--- src/rtl/rst_sequencer.sv ---
// rtl/rst_sequencer.sv - staged reset-release controller with soft reset, watchdog and cause capture
module rst_sequencer #(
    parameter int NUM_STAGES  = 3,
    parameter int HOLD_CYCLES = 16,
    parameter int STAGE_GAP   = 4,
    parameter int WDT_CYCLES  = 1024
) (
    input  logic                  clk_sys,
    input  logic                  rst,
    input  logic                  soft_rst_req,
    input  logic                  wdt_en,
    input  logic                  wdt_kick,
    output logic [NUM_STAGES-1:0] rst_out,
    output logic                  rst_done,
    output logic [1:0]            rst_cause
);
    localparam int MAX_A = (HOLD_CYCLES > STAGE_GAP) ? HOLD_CYCLES : STAGE_GAP;
    localparam int MAXC  = (MAX_A > WDT_CYCLES) ? MAX_A : WDT_CYCLES;
    localparam int CW    = (MAXC > 2) ? $clog2(MAXC) : 1;
    localparam int SW    = $clog2(NUM_STAGES + 1);

    localparam logic [CW-1:0] HOLD_LAST = CW'(HOLD_CYCLES - 1);
    localparam logic [CW-1:0] GAP_LAST  = CW'(STAGE_GAP - 1);
    localparam logic [CW-1:0] WDT_LAST  = CW'(WDT_CYCLES - 1);
    localparam logic [SW-1:0] STG_LAST  = SW'(NUM_STAGES - 1);

    localparam logic [1:0] CAUSE_POR  = 2'b01;
    localparam logic [1:0] CAUSE_SOFT = 2'b10;
    localparam logic [1:0] CAUSE_WDT  = 2'b11;

    typedef enum logic [1:0] {
        S_ASSERT  = 2'd0,
        S_RELEASE = 2'd1,
        S_RUN     = 2'd2
    } state_t;

    state_t                r_state, w_state_nxt;
    logic [CW-1:0]         r_cnt, w_cnt_nxt;
    logic [SW-1:0]         r_stage, w_stage_nxt;
    logic [CW-1:0]         r_wdt_cnt, w_wdt_cnt_nxt;
    logic [NUM_STAGES-1:0] r_rst_out, w_rst_out_nxt;
    logic                  r_rst_done, w_rst_done_nxt;
    logic [1:0]            r_rst_cause, w_rst_cause_nxt;
    logic                  w_timeout;

    // A kick in the terminal cycle suppresses the timeout.
    assign w_timeout = (r_state == S_RUN) && wdt_en && !wdt_kick && (r_wdt_cnt == WDT_LAST);

    always_ff @(posedge clk_sys) begin
        if (rst) begin
            r_state     <= S_ASSERT;
            r_cnt       <= '0;
            r_stage     <= '0;
            r_wdt_cnt   <= '0;
            r_rst_out   <= '1;
            r_rst_done  <= 1'b0;
            r_rst_cause <= CAUSE_POR;
        end else begin
            r_state     <= w_state_nxt;
            r_cnt       <= w_cnt_nxt;
            r_stage     <= w_stage_nxt;
            r_wdt_cnt   <= w_wdt_cnt_nxt;
            r_rst_out   <= w_rst_out_nxt;
            r_rst_done  <= w_rst_done_nxt;
            r_rst_cause <= w_rst_cause_nxt;
        end
    end

    always_comb begin
        w_state_nxt     = r_state;
        w_cnt_nxt       = r_cnt;
        w_stage_nxt     = r_stage;
        w_wdt_cnt_nxt   = '0;
        w_rst_out_nxt   = r_rst_out;
        w_rst_done_nxt  = r_rst_done;
        w_rst_cause_nxt = r_rst_cause;

        if (soft_rst_req || w_timeout) begin
            w_state_nxt     = S_ASSERT;
            w_cnt_nxt       = '0;
            w_stage_nxt     = '0;
            w_rst_out_nxt   = '1;
            w_rst_done_nxt  = 1'b0;
            w_rst_cause_nxt = soft_rst_req ? CAUSE_SOFT : CAUSE_WDT;
        end else begin
            case (r_state)
                S_ASSERT: begin
                    w_rst_out_nxt = '1;
                    if (r_cnt == HOLD_LAST) begin
                        w_cnt_nxt        = '0;
                        w_rst_out_nxt[0] = 1'b0;
                        if (NUM_STAGES == 1) begin
                            w_state_nxt    = S_RUN;
                            w_rst_done_nxt = 1'b1;
                        end else begin
                            w_stage_nxt = SW'(1);
                            w_state_nxt = S_RELEASE;
                        end
                    end else begin
                        w_cnt_nxt = r_cnt + 1'b1;
                    end
                end
                S_RELEASE: begin
                    if (r_cnt == GAP_LAST) begin
                        w_cnt_nxt     = '0;
                        w_rst_out_nxt = r_rst_out & ~(NUM_STAGES'(1) << r_stage);
                        w_stage_nxt   = r_stage + 1'b1;
                        if (r_stage == STG_LAST) begin
                            w_state_nxt    = S_RUN;
                            w_rst_done_nxt = 1'b1;
                        end
                    end else begin
                        w_cnt_nxt = r_cnt + 1'b1;
                    end
                end
                S_RUN: begin
                    w_rst_out_nxt  = '0;
                    w_rst_done_nxt = 1'b1;
                    if (wdt_en && !wdt_kick) begin
                        w_wdt_cnt_nxt = r_wdt_cnt + 1'b1;
                    end
                end
                default: begin
                    w_state_nxt     = S_ASSERT;
                    w_cnt_nxt       = '0;
                    w_stage_nxt     = '0;
                    w_rst_out_nxt   = '1;
                    w_rst_done_nxt  = 1'b0;
                end
            endcase
        end
    end

    assign rst_out   = r_rst_out;
    assign rst_done  = r_rst_done;
    assign rst_cause = r_rst_cause;
endmodule

--- config.mk ---
export PLATFORM = sky130hd
export DESIGN_NAME = rst_sequencer
export DESIGN_NICKNAME = d
export VERILOG_FILES = /design/src/rtl/rst_sequencer.sv
export SDC_FILE = /design/constraint.sdc
export NUM_CORES = 1
export LEC_CHECK = 0
export CAP_MARGIN = 25
export CORE_MARGIN = 2
export CORE_UTILIZATION = 55
export CTS_CLUSTER_DIAMETER = 60
export DETAILED_ROUTE_END_ITERATION = 10
export PLACE_DENSITY_LB_ADDON = 0.05
export SYNTH_ARGS = -nofsm -noshare
export SYNTH_HDL_FRONTEND = slang
export SYNTH_SLANG_ARGS = --single-unit
export TNS_END_PERCENT = 10
--- constraint.sdc ---
create_clock -name clk_sys -period 2.48 [get_ports clk_sys]
set_input_delay 0.496 -clock clk_sys [delete_from_list [all_inputs] [get_ports clk_sys]]
set_output_delay 0.496 -clock clk_sys [all_outputs]
set_load 0.005 [all_outputs]
== After elaboration in Yosys (flattened, before gate mapping) ==
Cells that the tools add are included.
W data, S select, Z words.
Cells by class
  add/sub/neg operators: 3
  equal/unequal tests: 9
  shift-type cells: 1
  muxes and demuxes: 16
  bitwise gates (word level): 5
  reduce and logical (&&, ||, !) cells: 12
Operators with widths (count)
  $pmux W10 S3: 1
  $add A10 B1 Y10 const B: 2
  $mux W10: 2
  $pmux W2 S3: 2
  $eq A10 B10 Y1 const B: 1
  $eq A10 B2 Y1 const B: 1
  $eq A10 B4 Y1 const B: 1
  $pmux W3 S3: 1
  $mux W2: 4
  $ne A2 B2 Y1 const B: 3
  $reduce_and A3 Y1: 2
  $eq A2 B2 Y1 const B: 2
  $logic_and A1 B1 Y1: 4
  $mux W1: 4
  $reduce_and A4 Y1: 1
  $reduce_or A4 Y1: 1
  $and A3 B3 Y3: 1
  $mux W3: 1
  $not A1 Y1: 3
  $not A3 Y3: 1
  $pmux W1 S3: 1
  $shl A1 B2 Y3 const A: 1
  $add A2 B1 Y2 const B: 1
  $eq A2 B1 Y1 const B: 1
  4 further kinds: 4
Storage, ports and cells
  register bits after elaboration: 30
  input bits: 5
  output and inout bits: 6
  word-level logic and storage cells: 53

== Logic depth before layout (Yosys ltp) ==
Gate-level depths: netlist (run 1).
  depth after elaboration: 6
  gate-level depth with buffers: 8
  depth with buffers taken out: 6

== Worst setup path before layout (run 1) ==
Ideal clock, no wire load.
  path kind: register -> register
  start: register r_state[0]
  end: register r_rst_out[1], in the netlist rst_out[1]
  setup time: 121 ps
  arrival time: 1598 ps
  data required time: 2359 ps
  path slack: 761 ps
  cell stages (with the launch flop): 9
  path buffers: 2
  period minus slack after synthesis: 1719 ps
  path through: dfxtp_1 > inv_1 > ha_1 > nand3b_1 > nor4_4 > or3_1 > buf_6 > buf_12 > o21bai_4
On the way
  cells in the longest elaborated chain, start to end: 6
  elaborated cells between the ends (all ways): 10
  classes of those cells: eq/ne (3); mux (1); reduce/logical (6)
Ends and longest elaborated chain
  from (decl): RTL line 37  | state_t r_state, w_state_nxt;
  from (signal assigned): RTL line 59  | r_state <= w_state_nxt;
  $eq A2 B2 Y1: RTL line 47, 86
  $logic_and A1 B1 Y1 (3 in series): RTL line 47  | assign w_timeout = (r_state == S_RUN) && wdt_en && !wdt_kick && (r_wdt_cnt == WDT_LAST);
  $logic_or A1 B1 Y1: RTL line 78  | if (soft_rst_req || w_timeout) begin
  $reduce_or A2 Y1 (no source line)
  to (signal assigned): RTL line 63  | r_rst_out <= w_rst_out_nxt;
  to (decl): RTL line 41  | logic [NUM_STAGES-1:0] r_rst_out, w_rst_out_nxt;
Parallel ways exist; a longest one is shown, timed or not.
A chain may end at the register's enable or synchronous reset.

== Worst setup path in the final report (run 1) ==
  start: register r_state[0]
  end: register r_cnt[6]
On the way
  cells in the longest elaborated chain, start to end: 6
  elaborated cells between the ends (all ways): 9
  classes of those cells: eq/ne (2); mux (1); reduce/logical (6)
Ends and longest elaborated chain
  $eq A2 B2 Y1: RTL line 47, 86
  $logic_and A1 B1 Y1 (3 in series): RTL line 47
  $logic_or A1 B1 Y1: RTL line 78
  $reduce_or A2 Y1 (no source line)
  to (signal assigned): RTL line 60  | r_cnt <= w_cnt_nxt;
  to (decl): RTL line 38  | logic [CW-1:0] r_cnt, w_cnt_nxt;
Parallel ways exist; a longest one is shown, timed or not.

==> impl_results.md, run 1 <==
- Static leakage: 0.6217 nW
- Final period utilization: 77.48%
- FF+latch count, synth: 30
- Row cnt: 19
- DRC: 1
- Failing checks: DRC
- Clock power share: 36.9%
- Sequential cell area: 600.6 µm²
- Post-Route WL: 3185 µm
- Postcts setup bufs: 0
- I/O pins: 11
- Layout Skew: 0.009508 ns
- H-tree depth: 2
- CTS buffer count: 5
- Initial antenna violation count: 0
- Final setup viols: 0
- Clock Tree Buf Depth: 2
- Layout cells sized above 1: 11.73%
- Max-slew violation count: 0
- GR Overflow Total: 0
- Logic pwr share: 3.6%
- Root Buffer: clkbuf_4
- Die Wd: 58.59 µm
- Net Sw Frac: 22.13%
- Relative slew slack: 73.77%
- Post-synthesis sequential area ratio: 36.64%
- DR vias: 1328
- Die area: 3433 µm²
- Seq pwr share: 59.5%
- Min-Delay Path Depth: 1
- Critical Path Fanout Max: 14
- Setup slack, reg-to-reg: 0.56 ns
- Final Non-Filler Cells: 227
- Fmax: 520.4 MHz
- RSZ-0062 raised after global routing: false
- Die Span Y: 58.59 µm
- Outcome: complete, but fails checks
- Detail Placement HPWL: 2288 µm
- CP Data Required Time: 2.72 ns
- Fin util: 64.01%
- PortBufs: 10
- Final Critical Period: 1.922 ns
- Max Cap Viol: 0
- Mean Syn Cell Area: 8.957 µm²
- Clock transition at the registers of the reported paths: 0.10 ns
- Worst Hold Endpoint: r_wdt_cnt[0]
- Crit-path cells: inv_1 > ha_1 > buf_4 > and4bb_2 > a31oi_4 > nand2_1 > nor3_1
- Worst R2R Path Depth: 7
- Worst path max stage delay: 0.34 ns
- Actual slew at the worst max-slew pin: 0.3905 ns
- First-pass GRT wire length: 5464 µm
- Placer Congestion: 0.7918
- Pre-CTS setup slack: 0.4246 ns
- Busiest layer in global routing: met2
- Resized Gates After CTS: 0
- WP data arrival: 2.16 ns
- GRT Total Usage: 21.12%
- Cell Pwr Density: 457.5 nW/µm²
- Worst r2r src: r_state[0]
- First-pass DRT Iterations: 8
- GR Util met1: 24.86%
- Max VDD drop: 0.3913 mV
- Worst hold-check path type: flop to flop
- Setup tns final: 0 ns
- P_int: 639.6 µW
- CP Launch Type: flop
- Hold Fails Final Rpt: 0
- Met3 usage: 5.055%
- RR Endpoint: r_cnt[6]
- Area Overhead vs Synth: 9.542%
- Hold_buf cts: 0
- Starting Density: 58.43%
- NetSw: 181.8 µW
- Footprint of the multi-input gates: 928.4 µm²
- Core ar.: 2805 µm²
- Drt via density: 5.850
- PnR worst setup slack: 0.5584 ns
- Final Power: 821.4 µW
- Final #Nets: 209
- Final antenna-violating net count: 0
- DP Cell Count: 219
- Clock Latency Late Sink: 0.33 ns
- YS warnings: 0
- Largest net degree at the start of global routing: 19
- Synthesized area: 1639 µm²
- TritonCTS clock tree: built
- Post-Syn Nets: 197
- Initial drt markers: 66
- CP Class: flop to flop
- CP endpoint kind: flop
- Antenna diodes: 0
- Filler cells: 253
- WL/cell: 14.03 µm
- Library cells used by synthesis: 40
- Hold_sp: r_wdt_cnt[0]
- Post-Syn Instances: 183
- Vias in the first global route: 1276
- CP max-delay cell: dfxtp_1
- Clk sinks: 30
- M2 GR Usage: 34.19%
## worst max-delay path: cells and delay by family (launching register included)
family                   cells  cell delay (ns)
buffers and inverters        2             0.32
AO/OA/AOI/OAI                1             0.23
flip-flops                   1             0.34
adder cells (fa/ha/maj)      1             0.24
AND/OR/NAND/NOR              3             0.70
## sequential cells by signal (all words and copies together), names as in the netlist
register and cells:
rst_out 3, r_cnt 10, r_stage 2, rst_done 1
rst_cause 2, r_state 2, r_wdt_cnt 10
## cells in the mapped netlist (all sizes together)
library cell,count,area (µm²)
a21o,1,7.510
ha,9,112.6
nand2,9,33.78
a32oi,1,8.760
xor2,6,52.55
a211oi,2,25.02
and4bb,1,12.51
o21ai,3,15.01
nand4,11,75.07
or2,1,6.260
a41oi,2,17.52
a31o,2,17.52
nor3b,1,7.510
nand3b,4,30.03
a31oi,3,40.04
inv,10,37.54
and4,2,17.52
buf,9,72.57
nand3,10,50.05
or4,1,7.510
nor4,2,27.53
nand4b,1,8.760
dfxtp,30,600.6
nand2b,1,6.260
xnor2,7,61.31
a21oi,9,45.04
nor3,16,80.08
nor2,22,82.58
o21bai,1,18.77
nor4b,1,23.77
o22ai,1,6.260
or3,1,6.260
and3b,2,17.52
a22oi,1,7.510
## layout by cell type, fill, tap and decap left out, types with 2 or more instances in the layout
master / instances
nor3_1: 16
ha_1: 9
and4_1: 2
nor2_1: 22
a41oi_1: 2
a21oi_1: 9
o21ai_0: 3
buf_4: 4
dfxtp_1: 30
nand3b_1: 4
xor2_1: 6
nand2_1: 9
inv_1: 10
nand4_1: 10
and3b_1: 2
a31o_2: 2
a211oi_2: 2
clkbuf_4: 5
nand3_1: 10
clkdlybuf4s50_1: 10
xnor2_1: 7
## worst max path at each step
stage / end / cells after the start / slack (ns) / from
global placement: r_wdt_cnt[9] / 4 / 0.48 / wdt_kick
global route: r_cnt[6] / 7 / 0.40 / r_state[0]
detailed placement: r_wdt_cnt[4] / 4 / 0.42 / wdt_kick
CTS: r_cnt[6] / 7 / 0.52 / r_state[0]
finish: r_cnt[6] / 7 / 0.56 / r_state[0]
floorplan: rst_out[1] / 8 / 0.76 / r_state[0]
## layer usage
metal / vias up / share of wire, % / routed length [µm]
li1: 678 / - / -
met1: 615 / 44 / 1398
met2: 29 / 50 / 1597
met3: 6 / 4.0 / 127
met4: 0 / 1.9 / 62
met5: - / 0 / 0
## per-stage QoR
stage               area, µm²  hold WS [ns]
global placement         1735        0.4341
finish                   1795        0.4562
floorplan                1639        0.4175
detailed placement       1735        0.4449
global route             1795        0.4874
CTS                      1795        0.4646
## area by class of cell
| type | instances | share of cell area, % |
|---|---|---|
| sequential | 30 | 33.45 |
| timing repair buffer | 14 | 7.247 |
| tap | 31 | 2.160 |
| clock buffer | 7 | 3.066 |
| clock inverter | 1 | 0.2787 |
| inverter | 10 | 2.091 |
| multi-input combinational | 134 | 51.71 |
## power by group through the flow
stage,combinational (mW),sequential (mW),clock (mW)
final,0.0292,0.489,0.303
after detailed placement,0.0293,0.500,0
after floorplan,0.0189,0.499,0
after CTS,0.0295,0.489,0.315
after global routing,0.0321,0.490,0.337
after global placement,0.0288,0.500,0
## cell families after synthesis
kind of cell,share of synthesized area (%)
flip-flops,36.64
AO/OA/AOI/OAI,12.75
adder cells (fa/ha/maj),6.870
buffers and inverters,6.718
AND/OR/NAND/NOR,30.08
XOR/XNOR,6.947
No activity file was read; power rests on OpenSTA's default activity.
==> run 2, diff against run 1 <==
==> constraint.sdc (replaced) <==
create_clock -name clk_sys -period 1.9 [get_ports clk_sys]
set_input_delay 0.38 -clock clk_sys [delete_from_list [all_inputs] [get_ports clk_sys]]
set_output_delay 0.38 -clock clk_sys [all_outputs]
set_load 0.005 [all_outputs]
==> run 2 against run 1 <==
  * The flow still finishes with violations (DRC)
  * First-iteration DRC count is 55% higher
  * Sequential share of layout area shrank 1.3 points
  * Clock power rose by 31%
  * Register-to-register slack got worse by 0.43 ns
  * Worst setup slack worse by 0.43 ns
  * Flip-flop and latch count is the same
  * Critical path depth did not move
  * Non-clock buffer count is 5 higher
  * Final cell count rose by 2.2%
  * Clock skew fell by 0.0010 ns
  * Worst hold slack better by 0.013 ns
  * Highest routed layer unchanged
==> impl_results.md, run 2 (synthesis gave the netlist of run 1 again) <==
- Die Wd: 58.59 µm (unchanged)
- CTS buffer count: 5 (unchanged)
- Relative slew slack: 74.42% (was 73.77%)
- Failing checks: DRC (unchanged)
- Net Sw Frac: 22.17% (was 22.13%)
- Final Critical Period: 1.773 ns (was 1.922 ns)
- Final Hold Slack: 0.4695 ns (was 0.4562 ns)
- Die area: 3433 µm² (unchanged)
- CP Class: flop to flop (unchanged)
- Logic pwr share: 4.3% (was 3.6%)
- Max VDD drop: 0.5312 mV (was 0.3913 mV)
- Postcts setup bufs: 0 (unchanged)
- Core ar.: 2805 µm² (unchanged)
- GRT Total Usage: 22.32% (was 21.12%)
- Fmax: 563.9 MHz (was 520.4 MHz)
- H-tree depth: 2 (unchanged)
- Final period utilization: 93.34% (was 77.48%)
- WL/cell: 14.47 µm (was 14.03 µm)
- CP endpoint kind: flop (unchanged)
- Setup slack, reg-to-reg: 0.13 ns (was 0.56 ns)
- Commonest non-fill, non-tap cells in the layout: dfxtp_1 (30), nor2_1 (22), nor3_1 (14) (was dfxtp_1 (30), nor2_1 (22), nor3_1 (16))
- Die Span Y: 58.59 µm (unchanged)
- Max-slew violation count: 0 (unchanged)
- TritonCTS clock tree: built (unchanged)
- WP data arrival: 2.02 ns (was 2.16 ns)
- Area Overhead vs Synth: 13.97% (was 9.542%)
- Seq pwr share: 58.9% (was 59.5%)
- Largest net degree at the start of global routing: 19 (unchanged)
- CP Launch Type: flop (unchanged)
- Clock power share: 36.7% (was 36.9%)
- Setup tns final: 0 ns (unchanged)
- Final #Nets: 214 (was 209)
- Starting Density: 58.43% (unchanged)
- Clock Latency Late Sink: 0.33 ns (about the same)
- Commonest non-fill, non-tap cell in the layout: dfxtp_1 (unchanged)
- Post-Route WL: 3358 µm (was 3185 µm)
- Cell Pwr Density: 577.9 nW/µm² (was 457.5 nW/µm²)
- Clock transition at the registers of the reported paths: 0.09 ns (was 0.10 ns)
- Final Non-Filler Cells: 232 (was 227)
- CP Data Required Time: 2.15 ns (was 2.72 ns)
- Max Cap Viol: 0 (unchanged)
- Final setup viols: 0 (unchanged)
- GR Overflow Total: 0 (unchanged)
- NetSw: 239.3 µW (was 181.8 µW)
- Antenna diodes: 0 (unchanged)
- Layout Skew: 0.008465 ns (was 0.009508 ns)
- Resized Gates After CTS: 0 (unchanged)
- RSZ-0062 raised after global routing: false (unchanged)
- Placer Congestion: 0.7521 (was 0.7918)
- Initial drt markers: 102 (was 66)
- Initial antenna violation count: 0 (unchanged)
- DP Cell Count: 224 (was 219)
- Root Buffer: clkbuf_4 (unchanged)
- Clock Tree Buf Depth: 2 (unchanged)
- Outcome: complete, but fails checks (unchanged)
- I/O pins: 11 (unchanged)
- Row cnt: 19 (unchanged)
- Detail Placement HPWL: 2399 µm (was 2288 µm)
- P_int: 840.3 µW (was 639.6 µW)
- Layout cells sized above 1: 15.92% (was 11.73%)
- Drt via density: 5.841 (was 5.850)
- DRC: 1 (unchanged)
- PortBufs: 10 (unchanged)
- Vias in the first global route: 1324 (was 1276)
- First-pass DRT Iterations: 7 (was 8)
- Critical Path Fanout Max: 15 (was 14)
- Worst hold-check path type: flop to flop (unchanged)
- Clk sinks: 30 (unchanged)
- Hold Fails Final Rpt: 0 (unchanged)
- DR vias: 1355 (was 1328)
- First-pass GRT wire length: 5885 µm (was 5464 µm)
- Final antenna-violating net count: 0 (unchanged)
- Actual slew at the worst max-slew pin: 0.3823 ns (was 0.3905 ns)
- Hold_buf cts: 0 (unchanged)
- Static leakage: 0.6604 nW (was 0.6217 nW)
-- run 2: worst max-delay path, cell delays in order, from the launching register on --
cell and delay [ns]:
dfxtp_1 0.34, inv_1 0.12, ha_1 0.22, buf_6 0.18, and4bb_2 0.27, a31oi_4 0.23
nand2_2 0.15, nor3_1 0.20
-- run 2: area by class of cell --
cell class              count  area [µm²]
clock buffers               7       55.05
multi-input cells         134       947.2
repair buffers             19       183.9
well taps                  31       38.79
flip-flops and latches     30       600.6
fillers                   237       937.1
clock inverters             1       5.005
inverters                  10       37.54
-- run 2: path summary, 6_finish.rpt --
path,depth (start not counted),from,end
min reg2reg,1,r_wdt_cnt[0],r_wdt_cnt[0]
max reg2reg,7,r_state[0],r_cnt[5]
min,1,r_wdt_cnt[0],r_wdt_cnt[0]
max,7,r_state[0],r_cnt[5]
-- run 2: stage by stage --
stage	utilization [%]	worst slack (ns)	total power [mW]	instance area (µm²)
after detailed placement	63.65	-0.03155	0.6979	1785
after global placement	63.65	0.02612	0.6963	1785
final	66.59	0.1265	1.080	1868
after floorplan	-	0.1810	0.6766	1639
after CTS	65.79	0.03031	1.096	1846
after global routing	66.59	0.008370	1.135	1868
-- run 2: power groups by stage --
stage	registers, mW	clock network, mW	logic (mW)
floorplan	0.652	0	0.0246
global placement	0.651	0	0.0457
detailed placement	0.651	0	0.0468
CTS	0.636	0.413	0.0470
global route	0.637	0.446	0.0512
finish	0.636	0.396	0.0468
-- run 2: routing by layer --
metal | part of all wire, % | track usage [%]
met5 | 0 | 0
met4 | 0.92 | 6.818
met3 | 4.0 | 6.154
met2 | 50 | 36.12
met1 | 45 | 29.12
